$ cat src/rtl/booth4_pkg.sv
// Shared definitions for the radix-4 Booth operand stage.
//   DATA_W : operand width (16 only)
//   NGRP   : number of Booth groups (DATA_W/2)
//   CODE_W : width of a full Booth code group
//   booth4_state_e : skid-buffer occupancy states
//   booth4_opset_t : one precomputed operand set as stored in MAIN/SKID
package booth4_pkg;

  localparam int unsigned DATA_W = 16;
  localparam int unsigned NGRP   = DATA_W / 2;
  localparam int unsigned CODE_W = 3;
  localparam int unsigned HI_W   = (NGRP - 1) * CODE_W;

  typedef enum logic [1:0] {
    ST_EMPTY = 2'b00,
    ST_ONE   = 2'b01,
    ST_TWO   = 2'b10
  } booth4_state_e;

  typedef struct packed {
    logic [DATA_W-1:0] a;
    logic [DATA_W-1:0] inv_a;
    logic              a_min;
    logic [1:0]        code_pp1;
    logic [HI_W-1:0]   code_hi;
  } booth4_opset_t;

endpackage

$ cat src/rtl/booth4_code_gen.sv
// Combinational mapping of an operand pair {A, B} to a booth4_opset_t.
//   i_a   : multiplicand A (signed)
//   i_b   : multiplier B (signed)
//   o_set : A, (~A+1) mod 2^16, A==8000h flag, pp1 code {B1,B0},
//           pp2..pp8 codes {B[2k+1],B[2k],B[2k-1]} packed low group first
module booth4_code_gen
  import booth4_pkg::*;
(
  input  logic [DATA_W-1:0] i_a,
  input  logic [DATA_W-1:0] i_b,
  output booth4_opset_t     o_set
);

  // B with the implicit B[-1] = 0 appended, so group k sits at bits [2k+2:2k].
  logic [DATA_W:0] w_b_ext;

  always_comb begin
    w_b_ext        = {i_b, 1'b0};
    o_set          = '0;
    o_set.a        = i_a;
    o_set.inv_a    = ~i_a + DATA_W'(1);
    o_set.a_min    = (i_a == {1'b1, {(DATA_W-1){1'b0}}});
    o_set.code_pp1 = i_b[1:0];
    for (int unsigned k = 1; k < NGRP; k++) begin
      o_set.code_hi[CODE_W*k-1 -: CODE_W] = w_b_ext[2*k+2 -: CODE_W];
    end
  end

endmodule

$ cat src/rtl/booth4_operand_stage.sv
// Registered operand stage of the 16x16 radix-4 Booth/Wallace multiplier.
// Accepts operand pairs over valid/ready, precomputes negated A and all
// Booth code groups, and holds them in a 2-entry skid buffer (MAIN, SKID).
//   sys_clk / sys_rst_n    : clock, asynchronous active-low reset
//   in_valid/in_ready      : input handshake; in_a, in_b operands
//   out_valid/out_ready    : output handshake
//   a_out, inv_a_out, a_min: A, (~A+1) mod 2^16, A==8000h
//   code_pp1, code_hi      : Booth codes for pp1 and pp2..pp8
module booth4_operand_stage
  import booth4_pkg::*;
#(
  parameter int unsigned DATA_W = 16,
  parameter int unsigned NGRP   = 8
) (
  input  logic                     sys_clk,
  input  logic                     sys_rst_n,
  input  logic                     in_valid,
  output logic                     in_ready,
  input  logic [DATA_W-1:0]        in_a,
  input  logic [DATA_W-1:0]        in_b,
  output logic                     out_valid,
  input  logic                     out_ready,
  output logic [DATA_W-1:0]        a_out,
  output logic [DATA_W-1:0]        inv_a_out,
  output logic                     a_min,
  output logic [1:0]               code_pp1,
  output logic [(NGRP-1)*3-1:0]    code_hi
);

  booth4_state_e r_state;
  booth4_state_e w_state_nxt;
  booth4_opset_t r_main;
  booth4_opset_t r_skid;
  booth4_opset_t w_new_set;

  logic w_in_fire;
  logic w_out_fire;
  logic w_load_main;
  logic w_load_skid;
  logic w_main_from_skid;

  booth4_code_gen u_code_gen (
    .i_a   (in_a),
    .i_b   (in_b),
    .o_set (w_new_set)
  );

  // Handshake flags decode registered state only: no out_ready -> in_ready path.
  assign in_ready   = (r_state != ST_TWO);
  assign out_valid  = (r_state != ST_EMPTY);
  assign w_in_fire  = in_valid & in_ready;
  assign w_out_fire = out_valid & out_ready;

  always_comb begin
    w_state_nxt      = r_state;
    w_load_main      = 1'b0;
    w_load_skid      = 1'b0;
    w_main_from_skid = 1'b0;
    case (r_state)
      ST_EMPTY: begin
        if (w_in_fire) begin
          w_load_main = 1'b1;
          w_state_nxt = ST_ONE;
        end
      end
      ST_ONE: begin
        case ({w_in_fire, w_out_fire})
          2'b10: begin
            w_load_skid = 1'b1;
            w_state_nxt = ST_TWO;
          end
          2'b01: w_state_nxt = ST_EMPTY;
          2'b11: w_load_main = 1'b1;
          default: ;
        endcase
      end
      ST_TWO: begin
        if (w_out_fire) begin
          w_main_from_skid = 1'b1;
          w_state_nxt      = ST_ONE;
        end
      end
      default: w_state_nxt = ST_EMPTY;
    endcase
  end

  always_ff @(posedge sys_clk or negedge sys_rst_n) begin
    if (!sys_rst_n) begin
      r_state <= ST_EMPTY;
    end else begin
      r_state <= w_state_nxt;
    end
  end

  // Data slots carry no reset; validity is tracked by r_state alone.
  always_ff @(posedge sys_clk) begin
    if (w_load_main) begin
      r_main <= w_new_set;
    end else if (w_main_from_skid) begin
      r_main <= r_skid;
    end
    if (w_load_skid) begin
      r_skid <= w_new_set;
    end
  end

  assign a_out     = r_main.a;
  assign inv_a_out = r_main.inv_a;
  assign a_min     = r_main.a_min;
  assign code_pp1  = r_main.code_pp1;
  assign code_hi   = r_main.code_hi;

endmodule

$ cat config.mk
export PLATFORM = sky130hd
export DESIGN_NAME = booth4_operand_stage
export DESIGN_NICKNAME = d
export VERILOG_FILES = /design/src/rtl/booth4_pkg.sv /design/src/rtl/booth4_code_gen.sv /design/src/rtl/booth4_operand_stage.sv
export SDC_FILE = /design/constraint.sdc
export NUM_CORES = 1
export LEC_CHECK = 0
export CAP_MARGIN = 5
export CORE_ASPECT_RATIO = 0.9
export CORE_UTILIZATION = 55
export DETAILED_ROUTE_END_ITERATION = 6
export DONT_BUFFER_PORTS = 1
export PLACE_DENSITY = 0.73
export SLEW_MARGIN = 5
export SYNTH_ARGS = -nofsm -noshare
export SYNTH_HDL_FRONTEND = slang
export SYNTH_SLANG_ARGS = --single-unit
$ cat constraint.sdc
create_clock -name sys_clk -period 4.16 [get_ports sys_clk]
set_input_delay 0.832 -clock sys_clk [delete_from_list [all_inputs] [get_ports sys_clk]]
set_output_delay 0.832 -clock sys_clk [all_outputs]
set_load 0.01 [all_outputs]
==> flow_summary_export.csv <==
group,metric,value,unit
power_and_ir_drop,power_leakage,1.52,nW
clocking,cts_resized,0,
clocking,clk_root_buffer_cell,"sky130_fd_sc_hd__clkbuf_8",
synthesis,syn_nets,331,
clocking,post_cts_hold_buffer_count,0,
min_path,hp-class,"input pin to async pin",
route,final_antenna_net_count,0,
timing,setup-tns-final,0,ps
clocking,tritoncts.num_buffers,9,
floorplan,num_rows,29,
setup_path,r2r-end,"r_skid[29]$_DFFE_PP_",
synthesis,synth_edf_count,96,
clocking,tritoncts,"built",
route,route.detailed.drc,0,
synthesis,synth_top_flop_cell,"sky130_fd_sc_hd__edfxtp_1",
timing,worst_hold_slack,147,ps
cells_and_area,layout_commonest_cell,"sky130_fd_sc_hd__nand2_1",
synthesis,synth-warning-count,0,
run_status,status,"complete, no violations",
global_routing,grt_start_max_net_pins,49,
route,detailedRoute.firstIterationViolations,151,
power_and_ir_drop,share_of_total_power_in_combinational_logic,0.086,
synthesis,synth.area.top_cells,"sky130_fd_sc_hd__edfxtp_1 72%, sky130_fd_sc_hd__nand2_1 9.7%, sky130_fd_sc_hd__mux2_2 2.5%",
timing,fin_crit,2350,ps
setup_path,maximum_fanout_along_the_worst_path,34,
setup_path,critPathLaunchType,"input pin",
setup_path,worstRegToRegCells,3,
global_routing,busiest_layer,"met2",
global_routing,grt.overflow.total,0,
floorplan,pin_count,94,
power_and_ir_drop,p_sw_frac,0.250,
timing,setup_viol,0,
global_routing,antenna_violations_before_repair,0,
floorplan,initial_core_util,0.569,
cells_and_area,antenna-diode-count,0,
synthesis,synth_largest_type_area_fraction,0.716,
power_and_ir_drop,total_power,2.17,mW
setup_path,critical_path.startpoint,"in_valid",
cells_and_area,drive_gt1_frac,0.136,
global_routing,vias_in_the_first_global_route,2040,
power_and_ir_drop,cell_internal_power,1.62,mW
route,wl,6860,µm
global_routing,grt_pass1_wl,10900,µm
clocking,number_of_buffers_on_the_longest_clock_path,2,
global_routing,globalRouteMet1Util,0.253,
route,vias_after_detailed_routing,2111,
timing,worst-slew-pin-transition,970,ps
cells_and_area,layout.cells.non_filler,387,
power_and_ir_drop,ir_worst_vdd,0.305,mV
timing,hold_viol,0,
floorplan,core_area,7080,µm²
timing,skew,10.0,ps
timing,maxSlewViolCount,0,
placement,globalplace.congestion,0.755,
setup_path,arrival,2410,ps
timing,timing.final.crit_share,0.565,
timing,timing.slew.headroom,0.352,
setup_path,reg2reg_slack,1840,ps
placement,dp_hpwl,4320,µm
synthesis,seq_total_area_yosys,0.729,
placement,dp.cells,371,
cells_and_area,synthToLayoutAreaGrowth,6.28,%
power_and_ir_drop,power_density_normalized_to_cell_area,506,nW/µm²
synthesis,ys_async_sr_fraction,0.0204,
cells_and_area,leading_cell_types_in_the_layout_fill_and_taps_excluded,"104 x sky130_fd_sc_hd__nand2_1, 96 x sky130_fd_sc_hd__edfxtp_1, 9 x sky130_fd_sc_hd__xnor2_1, 9 x sky130_fd_sc_hd__mux2_2, 9 x sky130_fd_sc_hd__clkbuf_8",
synthesis,synth_seq_cells,98,
global_routing,grt_util_met3,0.0925,
route,routedWlPerCell,17.7,µm
power_and_ir_drop,power.switching,0.541,mW
synthesis,synth.cell_area,4020,µm²
floorplan,dieHeight,83.1,µm
setup_path,regToRegStartpoint,"r_state[1]$_DFFE_PN0P_",
setup_path,worstSetupPathType,"input pin to flop",
clocking,cts-htree-levels,3,
timing,grt_setup_unrepaired,"no",
power_and_ir_drop,power_frac_seq,0.595,
setup_path,critPathCaptureType,"flop",
synthesis,synthesis.area_per_instance,13.7,µm²
global_routing,grtUsageMet2,0.286,
synthesis,synth.largest_area_cell,"sky130_fd_sc_hd__edfxtp_1",
clocking,clk_transition_reported_paths,100,ps
synthesis,syn-instance-count,294,
clocking,post-cts-setup-buffers,0,
power_and_ir_drop,power.clock.fraction,0.319,
floorplan,floorplan.die_area,7660,µm²
synthesis,unique_cell_type_count_in_the_yosys_netlist,36,
placement,numPortBuffers,0,
timing,fmax,426,MHz
global_routing,track_usage,0.194,
clocking,insertion_delay,370,ps
setup_path,worst-endpoint-required,4220,ps
floorplan,die_w,92.2,µm
clocking,tritoncts_num_sinks,98,
flow_run,max_capacitance_violation_count,0,
route,avgViaCountPerCell,5.45,
route,firstDrtPassIters,4,
cells_and_area,fin_nets,326,
==> routing by layer <==
metal,up-vias,routed length [µm]
met5,-,0
met4,0,80
met3,10,520
met2,82,3200
met1,1008,3060
li1,1011,-
==> stage by stage <==
stage	cell area [µm²]	util	worst slack (ps)
detailed placement	4050	0.572	1430
finish	4280	0.604	1810
floorplan	4020	-	407
global route	4280	0.604	1670
global placement	4050	0.572	1490
CTS	4280	0.604	1830
==> cells in the mapped netlist (all sizes together), types with 3 or more instances <==
library cell	number
a21oi	3
clkbuf	4
o21ai	3
nor2	5
xnor2	9
xor2	4
nor3	6
or3	4
nor4	4
edfxtp	96
mux2	12
buf	15
nand2	104
inv	4
==> how the worst max path moves through the flow <==
stage,end,depth (start not counted),slack (ps)
2_1_floorplan,r_skid[0]$_DFFE_PP_,2,410
3_3_place_gp,r_skid[34]$_DFFE_PP_,3,1490
3_5_place_dp,r_skid[32]$_DFFE_PP_,3,1430
4_1_cts,r_skid[26]$_DFFE_PP_,3,1830
5_1_grt,r_skid[30]$_DFFE_PP_,3,1670
6_report,r_skid[29]$_DFFE_PP_,3,1810
==> layout make-up <==
| class | count | area [µm²] |
|---|---|---|
| Clock inverter | 7 | 105 |
| Multi-Input combinational cell | 173 | 961 |
| Clock buffer | 9 | 124 |
| Inverter | 4 | 15.0 |
| Sequential cell | 98 | 2930 |
| Fill cell | 555 | 2800 |
| Tap cell | 93 | 116 |
| Timing Repair Buffer | 3 | 22.5 |
==> registers in the layout (all words and copies together), names as in the netlist <==
| signal | flops |
|---|---|
| r_state | 2 |
| r_skid | 48 |
| code_hi | 15 |
| a_min | 1 |
| a_out | 16 |
| inv_a_out | 15 |
| code_pp1 | 1 |
==> worst max-delay path: stages <==
cell	delay, ps
sky130_fd_sc_hd__nor2b_1	320
sky130_fd_sc_hd__nor2b_4	870
sky130_fd_sc_hd__buf_4	370
==> cell families after synthesis <==
group | Yosys count | synth area share
AO/OA/AOI/OAI | 10 | 0.0149
XOR/XNOR | 13 | 0.0283
adder cells (fa/ha/maj) | 1 | 0.00311
buffers and inverters | 23 | 0.0373
flip-flops | 98 | 0.729
multiplexers | 12 | 0.0354
AND/OR/NAND/NOR | 137 | 0.152
==> power groups by stage <==
| stage | sequential (mW) | combinational [mW] | clock, mW |
|---|---|---|---|
| floorplan | 1.30 | 0.169 | 0 |
| global placement | 1.31 | 0.183 | 0 |
| detailed placement | 1.31 | 0.190 | 0 |
| CTS | 1.29 | 0.190 | 0.707 |
| global route | 1.30 | 0.211 | 0.739 |
| finish | 1.29 | 0.187 | 0.690 |
(Power assumes the default switching activity.)
